`src/rtl/vga_timing_pkg.sv`:
```
// Shared VGA timing constants and counter/divider sizing helpers.
// Latency: none (constants and elaboration-time functions only).
// Backpressure: none.
package vga_timing_pkg;

    // Default 640x480@60 timing from a 100 MHz system clock.
    localparam int DEF_CLK_DIV      = 4;
    localparam int DEF_H_DISPLAY    = 640;
    localparam int DEF_H_FRONT      = 16;
    localparam int DEF_H_SYNC       = 96;
    localparam int DEF_H_BACK       = 48;
    localparam int DEF_V_DISPLAY    = 480;
    localparam int DEF_V_FRONT      = 10;
    localparam int DEF_V_SYNC       = 2;
    localparam int DEF_V_BACK       = 33;
    localparam bit DEF_SYNC_POL     = 1'b0;
    localparam int DEF_SCREEN_WIDTH = 10;

    // Total positions in one line or one frame (display + porches + sync).
    function automatic int line_total(input int disp, input int front, input int sync, input int back);
        return disp + front + sync + back;
    endfunction

    // First position of the sync pulse.
    function automatic int sync_first(input int disp, input int front);
        return disp + front;
    endfunction

    // Last position of the sync pulse (inclusive).
    function automatic int sync_last(input int disp, input int front, input int sync);
        return disp + front + sync - 1;
    endfunction

    // Bits needed to count 0..n_states-1; never less than one bit.
    function automatic int cnt_width(input int n_states);
        return (n_states <= 1) ? 1 : $clog2(n_states);
    endfunction

    // Divider counter width for a given sys_clk-per-pixel ratio.
    function automatic int tick_cnt_width(input int clk_div);
        return cnt_width(clk_div);
    endfunction

endpackage

```
`src/rtl/vga_sync_gen_pixel_tick_gen.sv`:
```
// Pixel-rate enable: divides sys_clk by CLK_DIV into a one-cycle p_tick pulse.
// Latency: first p_tick is high CLK_DIV-1 cycles after reset release (CLK_DIV=1: one cycle, then stuck high).
// Backpressure: none; free-running divider.
module pixel_tick_gen
    import vga_timing_pkg::*;
#(
    parameter int CLK_DIV = DEF_CLK_DIV
) (
    input  logic sys_clk,
    input  logic sys_rst_n,
    output logic p_tick
);

    localparam int            DW   = tick_cnt_width(CLK_DIV);
    localparam logic [DW-1:0] LAST = DW'(CLK_DIV - 1);

    logic [DW-1:0] div_cnt;
    logic [DW-1:0] div_nxt;

    // Next divider count, wrapping after the last sys_clk of a pixel period.
    always_comb begin
        div_nxt = (div_cnt == LAST) ? '0 : div_cnt + DW'(1);
    end

    // Divider state; p_tick is registered so it is high exactly while div_cnt sits at LAST
    // and stays low during reset even when CLK_DIV is 1.
    always_ff @(posedge sys_clk or negedge sys_rst_n) begin
        if (!sys_rst_n) begin
            div_cnt <= '0;
            p_tick  <= 1'b0;
        end else begin
            div_cnt <= div_nxt;
            p_tick  <= (div_nxt == LAST);
        end
    end

endmodule

```
`src/rtl/vga_sync_gen.sv`:
```
// VGA timing generator: pixel-rate h/v counters driving hsync/vsync, video_on and x/y (macro VGA_FRAME_TICK_EN adds frame_tick/frame_cnt).
// Latency: outputs are registered on p_tick from the pre-increment counters, one pixel period behind them.
// Backpressure: none; free-running timebase, consumers sample on p_tick.
module vga_sync_gen
    import vga_timing_pkg::*;
#(
    parameter int CLK_DIV      = DEF_CLK_DIV,
    parameter int H_DISPLAY    = DEF_H_DISPLAY,
    parameter int H_FRONT      = DEF_H_FRONT,
    parameter int H_SYNC       = DEF_H_SYNC,
    parameter int H_BACK       = DEF_H_BACK,
    parameter int V_DISPLAY    = DEF_V_DISPLAY,
    parameter int V_FRONT      = DEF_V_FRONT,
    parameter int V_SYNC       = DEF_V_SYNC,
    parameter int V_BACK       = DEF_V_BACK,
    parameter bit SYNC_POL     = DEF_SYNC_POL,
    parameter int SCREEN_WIDTH = DEF_SCREEN_WIDTH
) (
    input  logic                    sys_clk,
    input  logic                    sys_rst_n,
    output logic                    p_tick,
    output logic                    hsync,
    output logic                    vsync,
    output logic                    video_on,
    output logic [SCREEN_WIDTH-1:0] x,
    output logic [SCREEN_WIDTH-1:0] y
`ifdef VGA_FRAME_TICK_EN
    ,
    output logic                    frame_tick,
    output logic [15:0]             frame_cnt
`endif
);

    localparam int H_TOTAL = line_total(H_DISPLAY, H_FRONT, H_SYNC, H_BACK);
    localparam int V_TOTAL = line_total(V_DISPLAY, V_FRONT, V_SYNC, V_BACK);
    localparam int HW      = cnt_width(H_TOTAL);
    localparam int VW      = cnt_width(V_TOTAL);

    localparam logic [HW-1:0] H_LAST       = HW'(H_TOTAL - 1);
    localparam logic [HW-1:0] H_VIS        = HW'(H_DISPLAY);
    localparam logic [HW-1:0] H_SYNC_FIRST = HW'(sync_first(H_DISPLAY, H_FRONT));
    localparam logic [HW-1:0] H_SYNC_LAST  = HW'(sync_last(H_DISPLAY, H_FRONT, H_SYNC));
    localparam logic [VW-1:0] V_LAST       = VW'(V_TOTAL - 1);
    localparam logic [VW-1:0] V_VIS        = VW'(V_DISPLAY);
    localparam logic [VW-1:0] V_SYNC_FIRST = VW'(sync_first(V_DISPLAY, V_FRONT));
    localparam logic [VW-1:0] V_SYNC_LAST  = VW'(sync_last(V_DISPLAY, V_FRONT, V_SYNC));

    logic [HW-1:0] h_cnt;
    logic [VW-1:0] v_cnt;
    logic          h_wrap;
    logic          v_wrap;
    logic          h_in_sync;
    logic          v_in_sync;
    logic          in_display;

    pixel_tick_gen #(
        .CLK_DIV (CLK_DIV)
    ) u_pixel_tick (
        .sys_clk   (sys_clk),
        .sys_rst_n (sys_rst_n),
        .p_tick    (p_tick)
    );

    // Decode the current counter position into wrap, sync-window and visible-area flags.
    always_comb begin
        h_wrap     = (h_cnt == H_LAST);
        v_wrap     = (v_cnt == V_LAST);
        h_in_sync  = (h_cnt >= H_SYNC_FIRST) && (h_cnt <= H_SYNC_LAST);
        v_in_sync  = (v_cnt >= V_SYNC_FIRST) && (v_cnt <= V_SYNC_LAST);
        in_display = (h_cnt < H_VIS) && (v_cnt < V_VIS);
    end

    // Position counters: h steps every pixel, v steps when h wraps, both wrap together at frame end.
    always_ff @(posedge sys_clk or negedge sys_rst_n) begin
        if (!sys_rst_n) begin
            h_cnt <= '0;
            v_cnt <= '0;
        end else if (p_tick) begin
            if (h_wrap) begin
                h_cnt <= '0;
                v_cnt <= v_wrap ? '0 : v_cnt + VW'(1);
            end else begin
                h_cnt <= h_cnt + HW'(1);
            end
        end
    end

    // Registered pixel-pipeline outputs, all taken from the same pre-increment position so they stay aligned.
    always_ff @(posedge sys_clk or negedge sys_rst_n) begin
        if (!sys_rst_n) begin
            x        <= '0;
            y        <= '0;
            video_on <= 1'b0;
            hsync    <= ~SYNC_POL;
            vsync    <= ~SYNC_POL;
        end else if (p_tick) begin
            x        <= SCREEN_WIDTH'(h_cnt);
            y        <= SCREEN_WIDTH'(v_cnt);
            video_on <= in_display;
            hsync    <= h_in_sync ? SYNC_POL : ~SYNC_POL;
            vsync    <= v_in_sync ? SYNC_POL : ~SYNC_POL;
        end
    end

`ifdef VGA_FRAME_TICK_EN
    // One-cycle end-of-frame pulse and free-running frame count, on the tick that wraps back to (0,0).
    always_ff @(posedge sys_clk or negedge sys_rst_n) begin
        if (!sys_rst_n) begin
            frame_tick <= 1'b0;
            frame_cnt  <= '0;
        end else begin
            frame_tick <= p_tick && h_wrap && v_wrap;
            if (p_tick && h_wrap && v_wrap) begin
                frame_cnt <= frame_cnt + 16'd1;
            end
        end
    end
`endif

endmodule

```
`config.mk`:
```
export PLATFORM = sky130hd
export DESIGN_NAME = vga_sync_gen
export DESIGN_NICKNAME = d
export VERILOG_FILES = /design/src/rtl/vga_timing_pkg.sv /design/src/rtl/vga_sync_gen_pixel_tick_gen.sv /design/src/rtl/vga_sync_gen.sv
export SDC_FILE = /design/constraint.sdc
export NUM_CORES = 1
export LEC_CHECK = 0
export CORE_ASPECT_RATIO = 1.2
export CORE_MARGIN = 1.5
export CORE_UTILIZATION = 30
export DETAILED_ROUTE_END_ITERATION = 8
export PLACE_DENSITY_LB_ADDON = 0.1
export REMOVE_ABC_BUFFERS = 1
export SLEW_MARGIN = 15
export SYNTH_ARGS = -nofsm -noshare
export SYNTH_HDL_FRONTEND = slang
export SYNTH_HIERARCHICAL = 1
export SYNTH_SLANG_ARGS = --single-unit
```
`constraint.sdc`:
```
create_clock -name sys_clk -period 2.8 [get_ports sys_clk]
set_input_delay 0.42 -clock sys_clk [delete_from_list [all_inputs] [get_ports sys_clk]]
set_output_delay 0.42 -clock sys_clk [all_outputs]
set_load 0.01 [all_outputs]
```
==> impl_metrics.py, run 1 <==
metrics = {
    "worst_setup_path": {
        "critPathKind": "register to register",
        "r2r_end": "v_cnt[3]",
        "reg2regPathDepth": 4,
        "cp-start-kind": "register",
        "cp_data_required_time_ns": 3.03,
        "cp_data_arrival_time_ns": 2.34,
        "r2r_start": "h_cnt[7]",
        "critPathCaptureType": "register",
        "setup_slack_of_the_worst_register_to_register_path_ns": 0.69,
        "critPathMaxFanout": 7,
    },
    "die": {
        "die_area_sq_um": 7420,
        "dieWidth_microns": 78.9,
        "initial_core_util_pct": 30.6,
        "boundaryPins": 26,
        "placeableCoreArea_sq_um": 6770,
        "dieHeight_microns": 94.1,
        "num_rows": 33,
    },
    "clocking": {
        "clockRootBuffer": "sky130_fd_sc_hd__clkbuf_8",
        "cts_setup_buffers": 0,
        "cts.sinks": 46,
        "cts-root-to-sink-buffers": 2,
        "cts-htree-levels": 2,
        "cts_hold_buf": 0,
        "clkTransAtPathRegs_ns": 0.09,
        "clock_latency_ns": 0.30,
        "cts_tree": "done",
        "post_cts.resized_instances": 0,
        "cts_buffers": 5,
    },
    "job": {
        "maxCapViolCount": 0,
    },
    "sta": {
        "finalMaxSlewViolations": 0,
        "clock_skew_ns": 0.00982,
        "final_critical_path_setup_slack_ns": 0.689,
        "rsz0062_at_grt": "no",
        "totalNegativeSetupSlack_ns": 0,
        "worst_slew_pin_slew_ns": 1.03,
        "final-hold-violation-count": 0,
        "clock.fmax_mhz": 474,
        "timing.final.crit_share_pct": 75.4,
        "finalCriticalPeriod_ns": 2.11,
        "maxSlewHeadroom_pct": 31.6,
        "setup_violations": 0,
    },
    "final_layout": {
        "layout.cells.most_common": "sky130_fd_sc_hd__dfrtp_1",
        "multi_input_logic_area_sq_um": 856,
        "fillers": 698,
        "layout.cells.most_common_list": "sky130_fd_sc_hd__dfrtp_1, sky130_fd_sc_hd__clkdlybuf4s50_1, sky130_fd_sc_hd__mux2_2, sky130_fd_sc_hd__nand3_1, sky130_fd_sc_hd__o21ai_0",
        "diodes": 0,
        "layout.nets": 207,
        "layout-area-overhead-vs-synth_pct": 23.1,
        "post_route_cells_drive_above_1_share_pct": 19.6,
        "ff_latch_area_sq_um": 1150,
    },
    "route": {
        "detail_route.drc_violations": 0,
        "wirelength_mm": 3.93,
        "detailedRoute.firstPassIterationCount": 4,
        "detail-route-antenna-nets": 0,
        "drt_iter0_markers": 50,
        "detailroute.via_count": 1368,
        "average_routed_wire_per_standard_cell_microns": 13.7,
        "routed_via_density": 4.78,
    },
    "synthesis": {
        "synth.ff_latch_count": 46,
        "post_synth_inst_count": 171,
        "synthesis.area_per_instance_sq_um": 12.1,
        "seq_area_frac_synth_pct": 55.6,
        "synthesis.area_sq_um": 2070,
        "synth.yosys.warnings": 6,
        "ys_types": 38,
    },
    "global_route": {
        "vias_in_the_first_global_route": 1426,
        "globalRoute.totalOverflow": 0,
        "wire_length_of_the_first_global_routing_pass_mm": 6.91,
        "grt_antenna_before_repair": 0,
        "pin_count_of_the_biggest_net_entering_global_routing": 47,
        "grt_usage_pct": 12.1,
    },
    "power_and_ir_drop": {
        "powerDensity_nw_per_um2": 502,
        "power.ir.vdd_worst_mv": 0.184,
        "power.static_leakage_nw": 1.10,
    },
    "placement": {
        "dp_worst_setup_slack_ns": 0.703,
        "io_buffers": 25,
        "gp_congestion": 0.800,
        "post-dp-hpwl_mm": 2.75,
    },
    "worst_hold_path": {
        "class_of_the_tightest_hold_or_removal_check": "primary input to async pin",
    },
    "status": {
        "status": "finished clean",
    },
}
registers in the layout, indices dropped and copies added (netlist names):
register	count
vsync	1
u_pixel_tick/p_tick	1
y	10
x	10
v_cnt	10
h_cnt	10
hsync	1
video_on	1
u_pixel_tick/div_cnt	2
kinds of logic after synthesis:
| logic type | after synthesis | share of synthesized area, % |
|---|---|---|
| buffers and inverters | 15 | 3.08 |
| multiplexers | 21 | 11.3 |
| flip-flops | 46 | 55.6 |
| AO/OA/AOI/OAI | 18 | 5.19 |
| adder cells (fa/ha/maj) | 7 | 4.22 |
| XOR/XNOR | 10 | 4.22 |
| AND/OR/NAND/NOR | 54 | 16.3 |
cells in the mapped netlist (all sizes together):
master | instances | area [sq um]
dfrtp | 44 | 1100
mux2 | 20 | 225
nand3 | 15 | 75.1
o21ai | 9 | 45.0
inv | 8 | 30.0
nand2 | 8 | 30.0
ha | 7 | 87.6
clkbuf | 6 | 22.5
nor2 | 6 | 22.5
xnor2 | 6 | 52.6
nand4 | 5 | 37.5
nor3 | 4 | 25.0
xor2 | 4 | 35.0
and4 | 3 | 27.5
nor4 | 3 | 40.0
a21oi | 2 | 10.0
and3 | 2 | 12.5
dfstp | 2 | 52.6
nand2b | 2 | 12.5
o22ai | 2 | 12.5
or3 | 2 | 17.5
a2bb2oi | 1 | 8.76
a31oi | 1 | 6.26
buf | 1 | 11.3
mux2i | 1 | 10.0
nand4b | 1 | 8.76
nor4b | 1 | 8.76
nor4bb | 1 | 10.0
o2111ai | 1 | 8.76
o21a | 1 | 7.51
o311ai | 1 | 8.76
or4b | 1 | 10.0
where the power goes:
| part | internal [W] | total (W) | switching [W] |
|---|---|---|---|
| Sequential | 0.000664 | 0.000664 | 0 |
| Combinational | 0.000000507 | 0.0000130 | 0.0000125 |
| Clock | 0.000381 | 0.000605 | 0.000224 |
| Total | 0.00104 | 0.00128 | 0.000237 |
per-layer routing:
metal,track usage [%],routed length (microns),part of all wire [%]
met1,14.9,1760,45
met2,20.0,2000,51
met3,3.01,129,3.3
met4,5.26,46,1.2
met5,0,0,0
worst max-delay path: stages (launching register included):
cell and delay, ns:
sky130_fd_sc_hd__dfrtp_1 0.45, sky130_fd_sc_hd__or4b_1 0.72, sky130_fd_sc_hd__or3_4 0.45, sky130_fd_sc_hd__or3_1 0.35
sky130_fd_sc_hd__nand3_1 0.08
stage by stage:
stage | hold slack, ns | power, W | utilization (%) | area [sq um] | std cells
after detailed placement | 0.449 | 0.000691 | 35.6 | 2410 | 278
after global placement | 0.434 | 0.000691 | 35.6 | 2410 | 278
final | 0.294 | 0.00128 | 37.7 | 2550 | 286
after floorplan | 0.124 | 0.000677 | - | 2040 | 164
after global routing | 0.367 | 0.00133 | 37.7 | 2550 | 286
after CTS | 0.336 | 0.00130 | 37.7 | 2550 | 286
layout make-up:
cell class,count,area share [%]
timing repair buffer,27,10.2
clock inverter,2,2.35
sequential,46,45.2
clock buffer,6,3.24
tap,87,4.27
inverter,8,1.18
multi-input combinational,110,33.5
worst max path at each step:
stage,from,end,cells past startpoint
final,h_cnt[7],v_cnt[3],4
after global routing,h_cnt[7],v_cnt[3],4
after CTS,h_cnt[7],v_cnt[3],4
after detailed placement,h_cnt[7],v_cnt[3],4
after global placement,h_cnt[7],v_cnt[3],4
after floorplan,u_pixel_tick/p_tick,v_cnt[3],4
No activity file was read; power rests on OpenSTA's default activity.
==> run 2: changes to the inputs <==
- clock period: 2.8 -> 1.9 ns (I/O delays scaled with it)
==> impl_metrics.py, run 2 (synthesis gave the netlist of run 1 again) <==
metrics = {
    "status": {
        "status": "finished clean",
    },
    "clocking": {
        "cts_hold_buf": 0,
        "clkTransAtPathRegs_ns": 0.08,
        "clock_latency_ns": 0.29,
        "cts.sinks": 46,
        "cts-root-to-sink-buffers": 2,
        "clockRootBuffer": "sky130_fd_sc_hd__clkbuf_8",
        "cts_buffers": 5,
        "cts_tree": "done",
        "cts-htree-levels": 2,
    },
    "final_layout": {
        "layout.nets": 223,
        "layout.cells.most_common_list": "sky130_fd_sc_hd__dfrtp_1, sky130_fd_sc_hd__clkdlybuf4s50_1, sky130_fd_sc_hd__mux2_2, sky130_fd_sc_hd__buf_4, sky130_fd_sc_hd__nand3_1",
        "diodes": 0,
        "layout-area-overhead-vs-synth_pct": 27.9,
        "finalNonFillerCells": 302,
        "post_route_cells_drive_above_1_share_pct": 25.1,
        "layout.cells.most_common": "sky130_fd_sc_hd__dfrtp_1",
        "final_util_pct": 39.2,
    },
    "power_and_ir_drop": {
        "p_clk_share_pct": 41.1,
        "powerDensity_nw_per_um2": 639,
        "power.combinational.fraction_pct": 1.2,
        "internal_power_consumption_w": 0.00137,
        "share_seq_of_total_power_pct": 57.7,
        "power.net_switching_w": 0.000321,
        "power.static_leakage_nw": 1.18,
        "power_switching_share_pct": 19.0,
        "power.ir.vdd_worst_mv": 0.317,
    },
    "die": {
        "die_area_sq_um": 7420,
        "boundaryPins": 26,
        "placeableCoreArea_sq_um": 6770,
        "dieHeight_microns": 94.1,
        "num_rows": 33,
        "initial_core_util_pct": 30.6,
        "dieWidth_microns": 78.9,
    },
    "global_route": {
        "wire_length_of_the_first_global_routing_pass_mm": 7.04,
        "grt_antenna_before_repair": 0,
        "vias_in_the_first_global_route": 1464,
        "grt_usage_pct": 12.3,
        "globalRoute.totalOverflow": 0,
        "pin_count_of_the_biggest_net_entering_global_routing": 47,
    },
    "worst_setup_path": {
        "slowest_stage": "sky130_fd_sc_hd__or4b_4",
        "critPathMaxFanout": 4,
        "cpLargestDelayFamily": "simple AND/OR/NAND/NOR gates",
        "cp_data_arrival_time_ns": 2.02,
        "critPathCaptureType": "register",
        "cp-start-kind": "register",
        "cp_data_required_time_ns": 2.08,
        "max_stage_delay_ns": 0.56,
        "critPathKind": "register to register",
        "critical_path_cell_by_cell": "or4b_4 -> buf_6 -> nor4_4 -> mux2i_1 -> nor2_1",
        "critPathBufInv": 1,
    },
    "sta": {
        "finalCriticalPeriod_ns": 1.83,
        "maxSlewHeadroom_pct": 62.0,
        "fin_worst_hold_slack_ns": 0.0754,
        "clock.fmax_mhz": 546,
        "worst_slew_pin_slew_ns": 0.570,
        "clock_skew_ns": 0.00800,
        "setup_violations": 0,
        "rsz0062_at_grt": "yes",
        "timing.final.crit_share_pct": 96.4,
        "final-hold-violation-count": 0,
        "finalMaxSlewViolations": 0,
    },
    "placement": {
        "post-dp-hpwl_mm": 2.93,
        "io_buffers": 25,
        "placedCellCount": 293,
        "gp_congestion": 0.814,
    },
    "route": {
        "drt_iter0_markers": 72,
        "average_routed_wire_per_standard_cell_microns": 13.5,
        "wirelength_mm": 4.08,
        "detail_route.drc_violations": 0,
        "routed_via_density": 4.78,
        "detailroute.via_count": 1443,
        "detail-route-antenna-nets": 0,
        "detailedRoute.firstPassIterationCount": 4,
    },
    "worst_hold_path": {
        "class_of_the_tightest_hold_or_removal_check": "primary input to async pin",
    },
    "job": {
        "maxCapViolCount": 0,
    },
}
-- run 2: changes by cell type in the layout (fill, tap and decap cells not counted), sizes merged --
cell,previous run,this run
buf,3,19
bufinv,2,1
clkbuf,6,7
-- run 2: per-layer routing --
layer / share of wire (%) / routed length [microns] / GRT usage, % / vias up
li1: - / - / - / 695
met1: 45 / 1840 / 15.6 / 710
met2: 49 / 2010 / 20.4 / 34
met3: 4.1 / 169 / 2.82 / 4
met4: 1.4 / 56 / 4.39 / 0
met5: 0 / 0 / 0 / -
-- run 2: cell type report --
cell class                 instances  area, sq um
clock buffer                       7         76.3
fill                             676         4120
inverter                           8         30.0
clock inverter                     1         30.0
multi-input combinational        110          868
sequential                        46         1150
timing repair buffer              43          384
tap                               87          109
-- run 2: power by group through the flow --
stage	registers [W]	clock network, W	logic (W)
finish	0.000978	0.000697	0.0000204
global route	0.000978	0.000767	0.0000255
CTS	0.000978	0.000730	0.0000228
detailed placement	0.000998	0	0.0000227
global placement	0.000998	0	0.0000223
floorplan	0.000998	0	0.000000000328
-- run 2: through the flow --
stage          power (W)  cell area [sq um]  worst slack [ns]  setup TNS (ns)
2_1_floorplan   0.000998               2040            -0.346           -1.72
3_3_place_gp     0.00102               2520          -0.00704        -0.00704
3_5_place_dp     0.00102               2520           -0.0343         -0.0612
4_1_cts          0.00173               2640           0.00940               0
5_1_grt          0.00177               2650           -0.0151         -0.0151
6_report         0.00170               2650            0.0678               0
-- run 2: repair_timing --
action	CTS	global route
buffers inserted	0	1
resized for setup	1	2
pin swaps	1	1
endpoints found under the setup margin	3	6
-- run 2: final timing paths --
check | start | end | slack (ns) | cells after the start
worst max register to register | h_cnt[7] | v_cnt[9] | 0.07 | 5
max in group asynchronous | sys_rst_n | h_cnt[8] | 1.44 | 2
worst min register to register | u_pixel_tick/div_cnt[0] | u_pixel_tick/div_cnt[0] | 0.45 | 1
min in group sys_clk | u_pixel_tick/div_cnt[0] | u_pixel_tick/div_cnt[0] | 0.45 | 1
worst max-delay path | h_cnt[7] | v_cnt[9] | 0.07 | 5
worst min-delay path | sys_rst_n | y[5] | 0.08 | 2
==> run 3: changes to the inputs <==
- DONT_BUFFER_PORTS: not set -> 1
==> impl_metrics.py, run 3 (synthesis gave the netlist of run 1 again) <==
metrics = {
    "status": {
        "status": "finished clean",
    },
    "route": {
        "detailroute.via_count": 1337,
        "detailedRoute.firstPassIterationCount": 4,
        "routed_via_density": 4.88,
        "detail-route-antenna-nets": 0,
        "wirelength_mm": 4.12,
        "detail_route.drc_violations": 0,
        "average_routed_wire_per_standard_cell_microns": 15.0,
        "drt_iter0_markers": 70,
    },
    "clocking": {
        "cts_tree": "done",
        "cts_setup_buffers": 0,
        "clkTransAtPathRegs_ns": 0.08,
        "clockRootBuffer": "sky130_fd_sc_hd__clkbuf_8",
        "cts-root-to-sink-buffers": 2,
        "clock_latency_ns": 0.30,
        "cts_buffers": 5,
        "cts.sinks": 46,
        "cts-htree-levels": 2,
    },
    "global_route": {
        "wire_length_of_the_first_global_routing_pass_mm": 7.32,
        "pin_count_of_the_biggest_net_entering_global_routing": 47,
        "globalRoute.totalOverflow": 0,
        "grt_usage_pct": 12.9,
        "vias_in_the_first_global_route": 1453,
        "grt_antenna_before_repair": 0,
    },
    "sta": {
        "worst_slew_pin_slew_ns": 0.436,
        "fin_worst_hold_slack_ns": 0.456,
        "maxSlewHeadroom_pct": 70.9,
        "setup_violations": 0,
        "clock.fmax_mhz": 541,
        "finalCriticalPeriod_ns": 1.85,
        "clock_skew_ns": 0.00881,
        "rsz0062_at_grt": "yes",
        "final-hold-violation-count": 0,
        "finalMaxSlewViolations": 0,
        "timing.final.crit_share_pct": 97.3,
    },
    "worst_setup_path": {
        "cp_data_required_time_ns": 2.13,
        "setup.worst_path.end": "v_cnt[3]",
        "critPathCaptureType": "register",
        "critPathKind": "register to register",
        "setup_slack_of_the_worst_register_to_register_path_ns": 0.05,
        "critPathMaxFanout": 4,
        "cp-start-kind": "register",
        "timing.critical_path.from": "h_cnt[7]",
        "r2r_end": "v_cnt[3]",
        "reg2regPathDepth": 4,
        "r2r_start": "h_cnt[7]",
        "cp_data_arrival_time_ns": 2.08,
    },
    "placement": {
        "io_buffers": 0,
        "dpl_cell_area_sq_um": 2250,
        "post-dp-hpwl_mm": 2.80,
        "gp_congestion": 0.759,
        "placedCellCount": 264,
    },
    "final_layout": {
        "post_route_cells_drive_above_1_share_pct": 25.7,
        "final_util_pct": 35.1,
        "ff_latch_area_sq_um": 1150,
        "finalNonFillerCells": 274,
        "layout-area-overhead-vs-synth_pct": 14.6,
        "layout.cells.most_common_list": "sky130_fd_sc_hd__dfrtp_1, sky130_fd_sc_hd__mux2_2, sky130_fd_sc_hd__nand3_1, sky130_fd_sc_hd__buf_4, sky130_fd_sc_hd__o21ai_0",
        "fillers": 707,
        "layout.nets": 195,
        "diodes": 0,
        "layout.cells.most_common": "sky130_fd_sc_hd__dfrtp_1",
        "multi_input_logic_area_sq_um": 868,
        "finished_cell_area_sq_um": 2380,
    },
    "die": {
        "die_area_sq_um": 7420,
        "initial_core_util_pct": 30.6,
        "num_rows": 33,
        "placeableCoreArea_sq_um": 6770,
        "dieHeight_microns": 94.1,
        "boundaryPins": 26,
        "dieWidth_microns": 78.9,
    },
    "worst_hold_path": {
        "class_of_the_tightest_hold_or_removal_check": "register to register",
    },
    "job": {
        "maxCapViolCount": 0,
    },
    "power_and_ir_drop": {
        "power.ir.vdd_worst_mv": 0.240,
        "powerDensity_nw_per_um2": 661,
        "power.static_leakage_nw": 1.07,
        "power_w": 0.00157,
    },
}
-- run 3: cell types whose count changed in the layout (fill, tap and decap cells not counted), sizes merged --
cell,change
dlygate4sd3,+1
buf,-5
bufinv,-1
clkdlybuf4s50,-24
clkbuf,+1
-- run 3: final cells by class --
class                           instances  share of cell area (%)
Clock buffer                            8                    3.37
Inverter                                8                    1.26
Multi-Input combinational cell        110                    36.5
Sequential cell                        46                    48.6
Tap cell                               87                    4.58
Timing Repair Buffer                   15                    5.69
-- run 3: how the worst min path moves through the flow --
stage                             from                      end  slack, ns  depth (start not counted)
2_1_floorplan                sys_rst_n                 h_cnt[0]      -0.01                          0
4_1_cts        u_pixel_tick/div_cnt[0]  u_pixel_tick/div_cnt[0]       0.46                          1
5_1_grt        u_pixel_tick/div_cnt[0]  u_pixel_tick/div_cnt[0]       0.50                          1
3_5_place_dp                 sys_rst_n                     y[5]     -0.009                          0
6_report       u_pixel_tick/div_cnt[0]  u_pixel_tick/div_cnt[0]       0.46                          1
3_3_place_gp                 sys_rst_n                 v_cnt[6]     -0.009                          0
-- run 3: where the power goes --
part	switching, W	internal, W
Clock	0.000305	0.000262
Sequential	0	0.000978
Combinational	0.0000199	0.00000729
Total	0.000324	0.00125
-- run 3: worst max-delay path: stages, from the launching register on --
cell,delay [ns]
sky130_fd_sc_hd__dfrtp_1,0.38
sky130_fd_sc_hd__or4b_4,0.58
sky130_fd_sc_hd__or3_4,0.39
sky130_fd_sc_hd__or3_1,0.34
sky130_fd_sc_hd__nand3_1,0.08
-- run 3: per-stage QoR --
step           setup TNS (ns)  setup slack, ns
3_3_place_gp                0           0.0145
4_1_cts                     0          0.00946
6_report                    0           0.0512
2_1_floorplan           -1.72           -0.346
3_5_place_dp          -0.0539          -0.0317
5_1_grt               -0.0119          -0.0119
-- run 3: routing by layer --
| layer | GRT usage [%] | vias up | routed length [microns] |
|---|---|---|---|
| li1 | - | 637 | - |
| met5 | 0 | - | 0 |
| met1 | 15.7 | 665 | 1860 |
| met4 | 4.82 | 0 | 66 |
| met2 | 22.0 | 29 | 2020 |
| met3 | 3.30 | 6 | 176 |
-- run 3: repair_timing --
item,CTS,global route
setup endpoints to repair,5,5
endpoints found under the hold margin,46,0
pin swaps,0,1
gates resized for setup,1,1
hold buffers,2,0
